### src/rtl/alu_seq_pkg.sv
// -----------------------------------------------------------------------------
// alu_seq_pkg
// Shared definitions for the ALU command sequencer:
//   - ALU opcode constants (OP_ADD .. OP_ROR)
//   - cmd_t : one queued command (opcode + operand A + operand B, 36 bits)
//   - state_t : sequencer FSM state encoding
//   - is_multicycle() : true for opcodes that complete via alu_valid
// -----------------------------------------------------------------------------
package alu_seq_pkg;

   localparam logic [3:0] OP_ADD = 4'b0000;
   localparam logic [3:0] OP_SUB = 4'b0001;
   localparam logic [3:0] OP_MUL = 4'b0010;
   localparam logic [3:0] OP_DIV = 4'b0011;
   localparam logic [3:0] OP_AND = 4'b0100;
   localparam logic [3:0] OP_OR  = 4'b0101;
   localparam logic [3:0] OP_XOR = 4'b0110;
   localparam logic [3:0] OP_NOT = 4'b0111;
   localparam logic [3:0] OP_SHL = 4'b1000;
   localparam logic [3:0] OP_SHR = 4'b1001;
   localparam logic [3:0] OP_SAR = 4'b1010;
   localparam logic [3:0] OP_CMP = 4'b1011;
   localparam logic [3:0] OP_ROL = 4'b1100;
   localparam logic [3:0] OP_ROR = 4'b1101;

   typedef struct packed {
      logic [3:0]  op;
      logic [15:0] a;
      logic [15:0] b;
   } cmd_t;

   typedef enum logic [2:0] {
      ST_IDLE,
      ST_ISSUE,
      ST_WAIT_SC,
      ST_WAIT_MC,
      ST_RESP
   } state_t;

   // MUL and DIV finish on alu_valid; everything else completes in fixed time.
   function automatic logic is_multicycle(input logic [3:0] op);
      return (op == OP_MUL) || (op == OP_DIV);
   endfunction

endpackage

### src/rtl/alu_cmd_fifo.sv
// -----------------------------------------------------------------------------
// alu_cmd_fifo
// Synchronous command FIFO, DEPTH entries of cmd_t (36 bits).
// Ports:
//   clk, rst          : clock, asynchronous active-high reset
//   push, wr_data     : write request; ignored while full
//   pop               : read request; ignored while empty
//   rd_data           : head entry, registered on pop and held until next pop
//   full, empty       : registered status flags
// -----------------------------------------------------------------------------
module alu_cmd_fifo
   import alu_seq_pkg::*;
#(
   parameter int DEPTH = 4
) (
   input  logic clk,
   input  logic rst,
   input  logic push,
   input  cmd_t wr_data,
   input  logic pop,
   output cmd_t rd_data,
   output logic full,
   output logic empty
);

   localparam int AW = $clog2(DEPTH);
   localparam logic [AW:0] FULL_CNT = (AW + 1)'(DEPTH);

   cmd_t          mem [DEPTH];
   logic [AW-1:0] wr_ptr_reg, rd_ptr_reg;
   logic [AW:0]   count_reg, count_next;
   logic          full_reg, empty_reg;
   cmd_t          rd_data_reg;
   logic          do_push, do_pop;

   assign do_push = push && !full_reg;
   assign do_pop  = pop && !empty_reg;

   always_comb begin
      count_next = count_reg;
      case ({do_push, do_pop})
         2'b10:   count_next = count_reg + 1'b1;
         2'b01:   count_next = count_reg - 1'b1;
         default: count_next = count_reg;
      endcase
   end

   // Storage array carries no reset so it can map onto RAM resources.
   always_ff @(posedge clk) begin
      if (do_push)
         mem[wr_ptr_reg] <= wr_data;
   end

   // Pointers wrap naturally because DEPTH is a power of two.
   always_ff @(posedge clk or posedge rst) begin
      if (rst) begin
         wr_ptr_reg  <= '0;
         rd_ptr_reg  <= '0;
         count_reg   <= '0;
         full_reg    <= 1'b0;
         empty_reg   <= 1'b1;
         rd_data_reg <= '0;
      end else begin
         if (do_push)
            wr_ptr_reg <= wr_ptr_reg + 1'b1;
         if (do_pop) begin
            rd_data_reg <= mem[rd_ptr_reg];
            rd_ptr_reg  <= rd_ptr_reg + 1'b1;
         end
         count_reg <= count_next;
         full_reg  <= (count_next == FULL_CNT);
         empty_reg <= (count_next == '0);
      end
   end

   assign rd_data = rd_data_reg;
   assign full    = full_reg;
   assign empty   = empty_reg;

endmodule

### src/rtl/alu_cmd_sequencer.sv
// -----------------------------------------------------------------------------
// alu_cmd_sequencer
// Buffers host ALU commands in a FIFO and drives the ALU start/op/A/B
// handshake one operation at a time, returning each captured result on a
// valid/ready response port.
// Optional build macro: ALU_SEQ_TIMEOUT_EN -- adds a wait counter on MUL/DIV;
// after TIMEOUT cycles without alu_valid the response is returned with
// rsp_err = 1 and a zero result. Without it rsp_err is constant 0.
// Ports:
//   clk, rst                       : clock, asynchronous active-high reset
//   cmd_valid/cmd_ready            : command handshake (ready = FIFO not full)
//   cmd_op, cmd_a, cmd_b           : command opcode and operands
//   alu_start, alu_op, alu_a/b     : ALU request (start is a 1-cycle pulse)
//   alu_z_low/high, alu_valid      : ALU result and multi-cycle completion
//   rsp_valid/rsp_ready            : response handshake
//   rsp_op, rsp_z_low/high, rsp_err: response payload
//   busy                           : operation in flight or commands queued
// -----------------------------------------------------------------------------
module alu_cmd_sequencer
   import alu_seq_pkg::*;
#(
   parameter int DEPTH  = 4,
   parameter int SC_LAT = 1
`ifdef ALU_SEQ_TIMEOUT_EN
   ,
   parameter int TIMEOUT = 64
`endif
) (
   input  logic        clk,
   input  logic        rst,
   input  logic        cmd_valid,
   output logic        cmd_ready,
   input  logic [3:0]  cmd_op,
   input  logic [15:0] cmd_a,
   input  logic [15:0] cmd_b,
   output logic        alu_start,
   output logic [3:0]  alu_op,
   output logic [15:0] alu_a,
   output logic [15:0] alu_b,
   input  logic [15:0] alu_z_low,
   input  logic [15:0] alu_z_high,
   input  logic        alu_valid,
   output logic        rsp_valid,
   input  logic        rsp_ready,
   output logic [3:0]  rsp_op,
   output logic [15:0] rsp_z_low,
   output logic [15:0] rsp_z_high,
   output logic        rsp_err,
   output logic        busy
);

   localparam int SCW = (SC_LAT > 1) ? $clog2(SC_LAT) : 1;
   localparam logic [SCW-1:0] SC_LAST = SCW'(SC_LAT - 1);

   cmd_t   fifo_wr_data;
   cmd_t   cmd_head;
   logic   fifo_full, fifo_empty, fifo_pop;
   state_t state_reg, state_next;
   logic   capture;

   logic [SCW-1:0] sc_cnt_reg;
   logic [15:0]    rsp_z_low_reg, rsp_z_high_reg;
   logic [3:0]     rsp_op_reg;

`ifdef ALU_SEQ_TIMEOUT_EN
   localparam int TOW = (TIMEOUT > 1) ? $clog2(TIMEOUT) : 1;
   localparam logic [TOW-1:0] TO_LAST = TOW'(TIMEOUT - 1);
   logic [TOW-1:0] to_cnt_reg;
   logic           timeout_hit;
   logic           rsp_err_reg;
`endif

   assign fifo_wr_data = '{op: cmd_op, a: cmd_a, b: cmd_b};

   // The FIFO read register doubles as the operand register: it is loaded
   // only on the IDLE pop, so op/A/B stay stable through the whole operation
   // and keep their last value afterwards.
   alu_cmd_fifo #(
      .DEPTH (DEPTH)
   ) u_fifo (
      .clk     (clk),
      .rst     (rst),
      .push    (cmd_valid),
      .wr_data (fifo_wr_data),
      .pop     (fifo_pop),
      .rd_data (cmd_head),
      .full    (fifo_full),
      .empty   (fifo_empty)
   );

   assign cmd_ready = !fifo_full;
   assign alu_op    = cmd_head.op;
   assign alu_a     = cmd_head.a;
   assign alu_b     = cmd_head.b;

   always_comb begin
      state_next = state_reg;
      fifo_pop   = 1'b0;
      capture    = 1'b0;
      alu_start  = 1'b0;
      rsp_valid  = 1'b0;
`ifdef ALU_SEQ_TIMEOUT_EN
      timeout_hit = 1'b0;
`endif
      case (state_reg)
         ST_IDLE: begin
            if (!fifo_empty) begin
               fifo_pop   = 1'b1;
               state_next = ST_ISSUE;
            end
         end
         ST_ISSUE: begin
            alu_start  = 1'b1;
            state_next = is_multicycle(cmd_head.op) ? ST_WAIT_MC : ST_WAIT_SC;
         end
         ST_WAIT_SC: begin
            if (sc_cnt_reg == SC_LAST) begin
               capture    = 1'b1;
               state_next = ST_RESP;
            end
         end
         ST_WAIT_MC: begin
            if (alu_valid) begin
               capture    = 1'b1;
               state_next = ST_RESP;
            end
`ifdef ALU_SEQ_TIMEOUT_EN
            else if (to_cnt_reg == TO_LAST) begin
               timeout_hit = 1'b1;
               state_next  = ST_RESP;
            end
`endif
         end
         ST_RESP: begin
            rsp_valid = 1'b1;
            if (rsp_ready)
               state_next = ST_IDLE;
         end
         default: state_next = ST_IDLE;
      endcase
   end

   always_ff @(posedge clk or posedge rst) begin
      if (rst) begin
         state_reg      <= ST_IDLE;
         sc_cnt_reg     <= '0;
         rsp_z_low_reg  <= '0;
         rsp_z_high_reg <= '0;
         rsp_op_reg     <= '0;
`ifdef ALU_SEQ_TIMEOUT_EN
         to_cnt_reg     <= '0;
         rsp_err_reg    <= 1'b0;
`endif
      end else begin
         state_reg  <= state_next;
         // Counters run only while waiting and restart from zero on entry.
         sc_cnt_reg <= (state_reg == ST_WAIT_SC) ? sc_cnt_reg + 1'b1 : '0;
`ifdef ALU_SEQ_TIMEOUT_EN
         to_cnt_reg <= (state_reg == ST_WAIT_MC) ? to_cnt_reg + 1'b1 : '0;
`endif
         if (capture) begin
            rsp_z_low_reg  <= alu_z_low;
            rsp_z_high_reg <= alu_z_high;
            rsp_op_reg     <= cmd_head.op;
`ifdef ALU_SEQ_TIMEOUT_EN
            rsp_err_reg    <= 1'b0;
`endif
         end
`ifdef ALU_SEQ_TIMEOUT_EN
         if (timeout_hit) begin
            rsp_z_low_reg  <= '0;
            rsp_z_high_reg <= '0;
            rsp_op_reg     <= cmd_head.op;
            rsp_err_reg    <= 1'b1;
         end
`endif
      end
   end

   assign rsp_op     = rsp_op_reg;
   assign rsp_z_low  = rsp_z_low_reg;
   assign rsp_z_high = rsp_z_high_reg;
`ifdef ALU_SEQ_TIMEOUT_EN
   assign rsp_err    = rsp_err_reg;
`else
   assign rsp_err    = 1'b0;
`endif
   assign busy       = (state_reg != ST_IDLE) || !fifo_empty;

endmodule

### config.mk
export PLATFORM = sky130hd
export DESIGN_NAME = alu_cmd_sequencer
export DESIGN_NICKNAME = d
export VERILOG_FILES = /design/src/rtl/alu_seq_pkg.sv /design/src/rtl/alu_cmd_fifo.sv /design/src/rtl/alu_cmd_sequencer.sv
export SDC_FILE = /design/constraint.sdc
export NUM_CORES = 1
export LEC_CHECK = 0
export BUFFER_PORTS_ARGS = -buffer_cell sky130_fd_sc_hd__buf_2
export CAP_MARGIN = 20
export CORE_ASPECT_RATIO = 1.5
export CORE_UTILIZATION = 25
export CTS_CLUSTER_SIZE = 12
export DETAILED_ROUTE_END_ITERATION = 16
export REMOVE_ABC_BUFFERS = 1
export SETUP_SLACK_MARGIN = 0.2
export SKIP_CTS_REPAIR_TIMING = 1
export SLEW_MARGIN = 10
export SYNTH_ARGS = -nofsm -noshare
export SYNTH_HDL_FRONTEND = slang
export SYNTH_HIERARCHICAL = 1
export SYNTH_SLANG_ARGS = --single-unit
### constraint.sdc
create_clock -name clk -period 6 [get_ports clk]
set_clock_uncertainty 0.15 [all_clocks]
set_input_delay 1.8 -clock clk [delete_from_list [all_inputs] [get_ports clk]]
set_output_delay 1.8 -clock clk [all_outputs]
set_load 0.01 [all_outputs]
### Word-level counts from Yosys, hierarchy flattened

Memory sizes are Yosys's and may differ from the RTL's. A register that Yosys moved wholly into a read port is not among the register bits.
Index checks and enable logic that the tools add are counted.
W data, S select, Z words.

* memory bits (read-only): 0
* bits in writable memories: 144
* output and inout bits: 77
* flip-flop bits (word level): 49
* memories kept: 1
* latch bits: 0
* bits of input ports: 73
* word-level logic and storage cells: 56

Memory list
* u_fifo.mem: depth 4, width 36, read ports 1, clocked after Yosys merged registers in 1, wr ports 1, line alu_cmd_fifo.sv:29 `cmd_t mem [DEPTH];`

* equality and inequality tests: 13
* div/mod/pow operators: 0
* shifts and indexed selects: 0
* bitwise logic cells: 0
* multipliers: 0
* order comparisons: 0
* muxes and demuxes: 17
* $add $sub $neg: 5
* reduce and logical (&&, ||, !) cells: 10

Operator list (number)
* $pmux W3 S5: 1
* $mux W3: 4
* $mux W1: 10
* $eq A4 B2 Y1 const B: 2
* $ne A2 B2 Y1 const B: 4
* $eq A3 B2 Y1 const B: 2
* $eq A3 B3 Y1 const B: 2
* $logic_not A3 Y1: 2
* $pmux W3 S2: 1
* $add A2 B1 Y2 const B: 2
* $reduce_and A4 Y1: 1
* $add A3 B1 Y3 const B: 1
* $eq A3 B1 Y1 const B: 1
* $reduce_bool A3 Y1: 1
* $sub A3 B1 Y3 const B: 1
* $eq A2 B1 Y1 const B: 1
* $eq A2 B2 Y1 const B: 1
* $logic_and A1 B1 Y1: 2
* $logic_not A1 Y1: 2
* $logic_or A1 B1 Y1: 2
* $pmux W1 S2: 1
* $add A1 B1 Y1 const B: 1

### Longest topological paths before layout

* depth after elaboration: 6
* mapped depth: 9

### By module

The synthesis kept the hierarchy.

Modules (own cells, without submodules)
* alu_cmd_fifo: area an instance 7318.3 um2, instances 1, cells an instance 391
* alu_cmd_sequencer: area an instance 1737.9 um2, instances 1, cells an instance 104

### Worst setup path before layout

Ideal clock, no wire load.

* kind: input-to-reg
* from: in cmd_valid
* to: mem u_fifo/mem[0][0] in the netlist's numbering (enable)
* stages: 3
* setup time: 397 ps
* path buffers: 1
* arrival time: 3047 ps
* path slack: 2406 ps
* required time: 5453 ps
* path through: nor2b_1 > clkbuf_1 > and2_1

* longest elaborated chain between the ends: 3

RTL lines
* start: declaration: line alu_cmd_sequencer.sv:31 `input logic cmd_valid,`
* $logic_and A1 B1 Y1: line alu_cmd_fifo.sv:36 `assign do_push = push && !full_reg;`
* $mux W1: line alu_cmd_fifo.sv:50 `if (do_push)`
* $mux W1 (not written as such): line alu_cmd_fifo.sv:51 `mem[wr_ptr_reg] <= wr_data;`
* end: declaration: line alu_cmd_fifo.sv:29

Every way passes these cells.

### Worst setup path after layout

* from: reg state_reg[0]
* to: out rsp_valid

* longest elaborated chain between the ends: 2

RTL lines
* start: declaration: line alu_cmd_sequencer.sv:58 `state_t state_reg, state_next;`
* start signal: assignment: line alu_cmd_sequencer.sv:155 `state_reg <= state_next;`
* $eq A3 B3 Y1: line alu_cmd_sequencer.sv:105 `case (state_reg)`
* $mux W1: line alu_cmd_sequencer.sv:105
* end: declaration: line alu_cmd_sequencer.sv:43 `output logic rsp_valid,`

Every way passes these cells.

==> metrics.cfg <==
[synthesis]
ys.warnings.count = 6
netlist_area_sq_um = 9060
synth_edf_count = 144
yosys-top-cells-area = edfxtp_1 48%, dfrtp_1 23%, mux2i_1 8.0%
synth_seq_cells = 229
synth.distinct_cells = 44
synth_top_cell_by_area = edfxtp_1
synthArstFlopShare_pct = 37.1
ys_seq_area_share_pct = 71.2
synthCells = 495
yosysTopAreaCellShare_pct = 47.7
avgSynthCellArea_sq_um = 18.3
synth-main-ff-cell = edfxtp_1

[critical_path]
critPathArrivalTime_ps = 1500
crit_required_ps = 4050
cp_max_fo = 11
cp-start-kind = register
rr_startpoint = state_reg[0]
cpPeakStageDelay_ps = 490
crit_type = reg2out
r2r_cells = 6
crit_path_cell_trace = nor3b_1 > buf_2
timing.critical_path.to_type = output port
reg2reg_to = u_fifo/rd_data[12]
slowest_stage = dfrtp_1
worst-r2r-setup-slack_ps = 3160

[detailed_routing]
dr.pass1.iters = 4
drt_iter0_drc = 309
routed_wire_length_per_instance_um = 16.6
routed_wl_um = 19100
ant_nets = 0
drc = 0
via_count = 4725
viasPerCell = 4.10

[floorplan]
io_pins = 150
start_util_pct = 25.3
core_region_area_sq_um = 35800
rows = 85
die_y_um = 235
dieArea_sq_um = 37000
die_w_um = 157

[power]
peakVddDrop_v = 0.000309
p_per_area_nw_per_um2 = 541
p_leak_nw = 4.46
finalPower_w = 0.00600

[sta]
hold_violations = 0
rsz0062_at_grt = no
worstMarginPinSlew_ps = 1090
min_period_ps = 3450
setup_viol = 0
fin_crit_sh_pct = 57.6
timing.fmax_mhz = 289
relSlewSlack_pct = 27.3
slew_violations = 0
setup-tns-final_ps = 0

[final_layout]
final_common_cell = buf_2
drive_gt1_share_pct = 41.0
nets = 732
area_growth_pct = 22.3
layout_common_cells = 148 x buf_2, 144 x edfxtp_1, 83 x dfrtp_1
largest_register_ffs = 144

[clocking]
cts_buffers = 27
clock_sinks = 229
tritoncts = done
clkTransAtPathRegs_ps = 60
clock_path_buffers = 3
clockRootBuffer = clkbuf_16
clk_latency_ps = 510
cts_max_level = 1

[min_path]
holdCritPathClass = reg2reg
min_to = u_fifo/rd_data[6]
hold_start = u_fifo/rd_data[6]
whs_path_depth = 2

[global_routing]
grt_pass1_wl_um = 28700
grt_max_degree = 54
grt_pass1_vias = 4819
overflow = 0
grt_usage_pct = 10.2
grt_antenna_before_repair = 3

[run]
cap_violations = 0

[placement]
port_buffers = 148
dp_hpwl_um = 11800
gp_congestion = 0.682

[status]
status = finished clean

-- cell families after synthesis --
logic type	count (synthesis)	share of synthesized area [%]
AO/OA/AOI/OAI	45	6.30
XOR/XNOR	6	0.580
adder cells (fa/ha/maj)	6	0.912
buffers and inverters	34	3.68
flip-flops	229	71.2
multiplexers	109	13.8
other	1	0.0414
AND/OR/NAND/NOR	65	3.48
-- where the power goes --
group / internal [W] / switching, W / total, W / leakage (nW)
clock network: 0.00100 / 0.000616 / 0.00162 / 0.441
registers: 0.00218 / 0.000254 / 0.00244 / 2.35
logic: 0.000886 / 0.00106 / 0.00194 / 1.68
-- area by class of cell --
class | count | area, sq um
Timing Repair Buffer | 155 | 818
Fill cell | 3506 | 24800
Multi-Input combinational cell | 232 | 2280
Inverter | 8 | 32.5
Sequential cell | 229 | 6460
Clock inverter | 14 | 146
Antenna cell | 1 | 2.50
Tap cell | 478 | 598
Clock buffer | 35 | 746
-- per-layer routing --
layer	global-route usage (%)	vias to the layer above	part of all wire [%]	wire length [um]
li1	-	2204	-	-
met1	11.5	2323	40	7610
met2	18.5	169	51	9780
met3	2.87	27	7.5	1440
met4	2.47	2	1.6	310
met5	0	-	0.042	8
-- Yosys cell counts, types with 2 or more instances --
| master | instances |
|---|---|
| nand2b_1 | 2 |
| ha_1 | 5 |
| buf_8 | 5 |
| mux2i_1 | 72 |
| nor2b_1 | 2 |
| buf_6 | 6 |
| and2_1 | 4 |
| a21oi_1 | 2 |
| o221ai_1 | 6 |
| mux2_4 | 29 |
| xnor2_1 | 5 |
| nand2_1 | 42 |
| inv_1 | 7 |
| edfxtp_1 | 144 |
| buf_2 | 4 |
| nor3b_1 | 2 |
| clkbuf_1 | 2 |
| nor4b_1 | 2 |
| dfrtp_1 | 84 |
| o21ai_0 | 2 |
| o221ai_2 | 30 |
| mux2_2 | 8 |
| nor2_1 | 3 |
| buf_12 | 5 |
| buf_4 | 3 |
-- metrics by stage --
step	worst slack (ps)	instance area [sq um]	hold WS, ps	instances	util [%]
after global routing	2390	11100	349	1151	30.9
after floorplan	2390	8760	283	469	-
after global placement	2150	10100	315	1100	28.3
after detailed placement	2120	10100	322	1100	28.3
final	2550	11100	333	1152	30.9
after CTS	2520	11000	340	1149	30.8
-- critical path: cells and delay by family, from the launching register on --
kind	cells	cell delay, ps
flip-flops	1	490
buffers and inverters	1	190
AND/OR/NAND/NOR	1	320
-- worst max-delay path by stage --
| stage | to | cells past startpoint | startpoint |
|---|---|---|---|
| after floorplan | u_fifo/mem[0][0] | 2 | cmd_valid |
| after global placement | u_fifo/full | 8 | cmd_valid |
| after detailed placement | u_fifo/mem[0][25] | 3 | cmd_valid |
| after CTS | rsp_valid | 2 | state_reg[0] |
| after global routing | rsp_valid | 2 | state_reg[0] |
| final | rsp_valid | 2 | state_reg[0] |
Power figures use the tool's default switching activity.
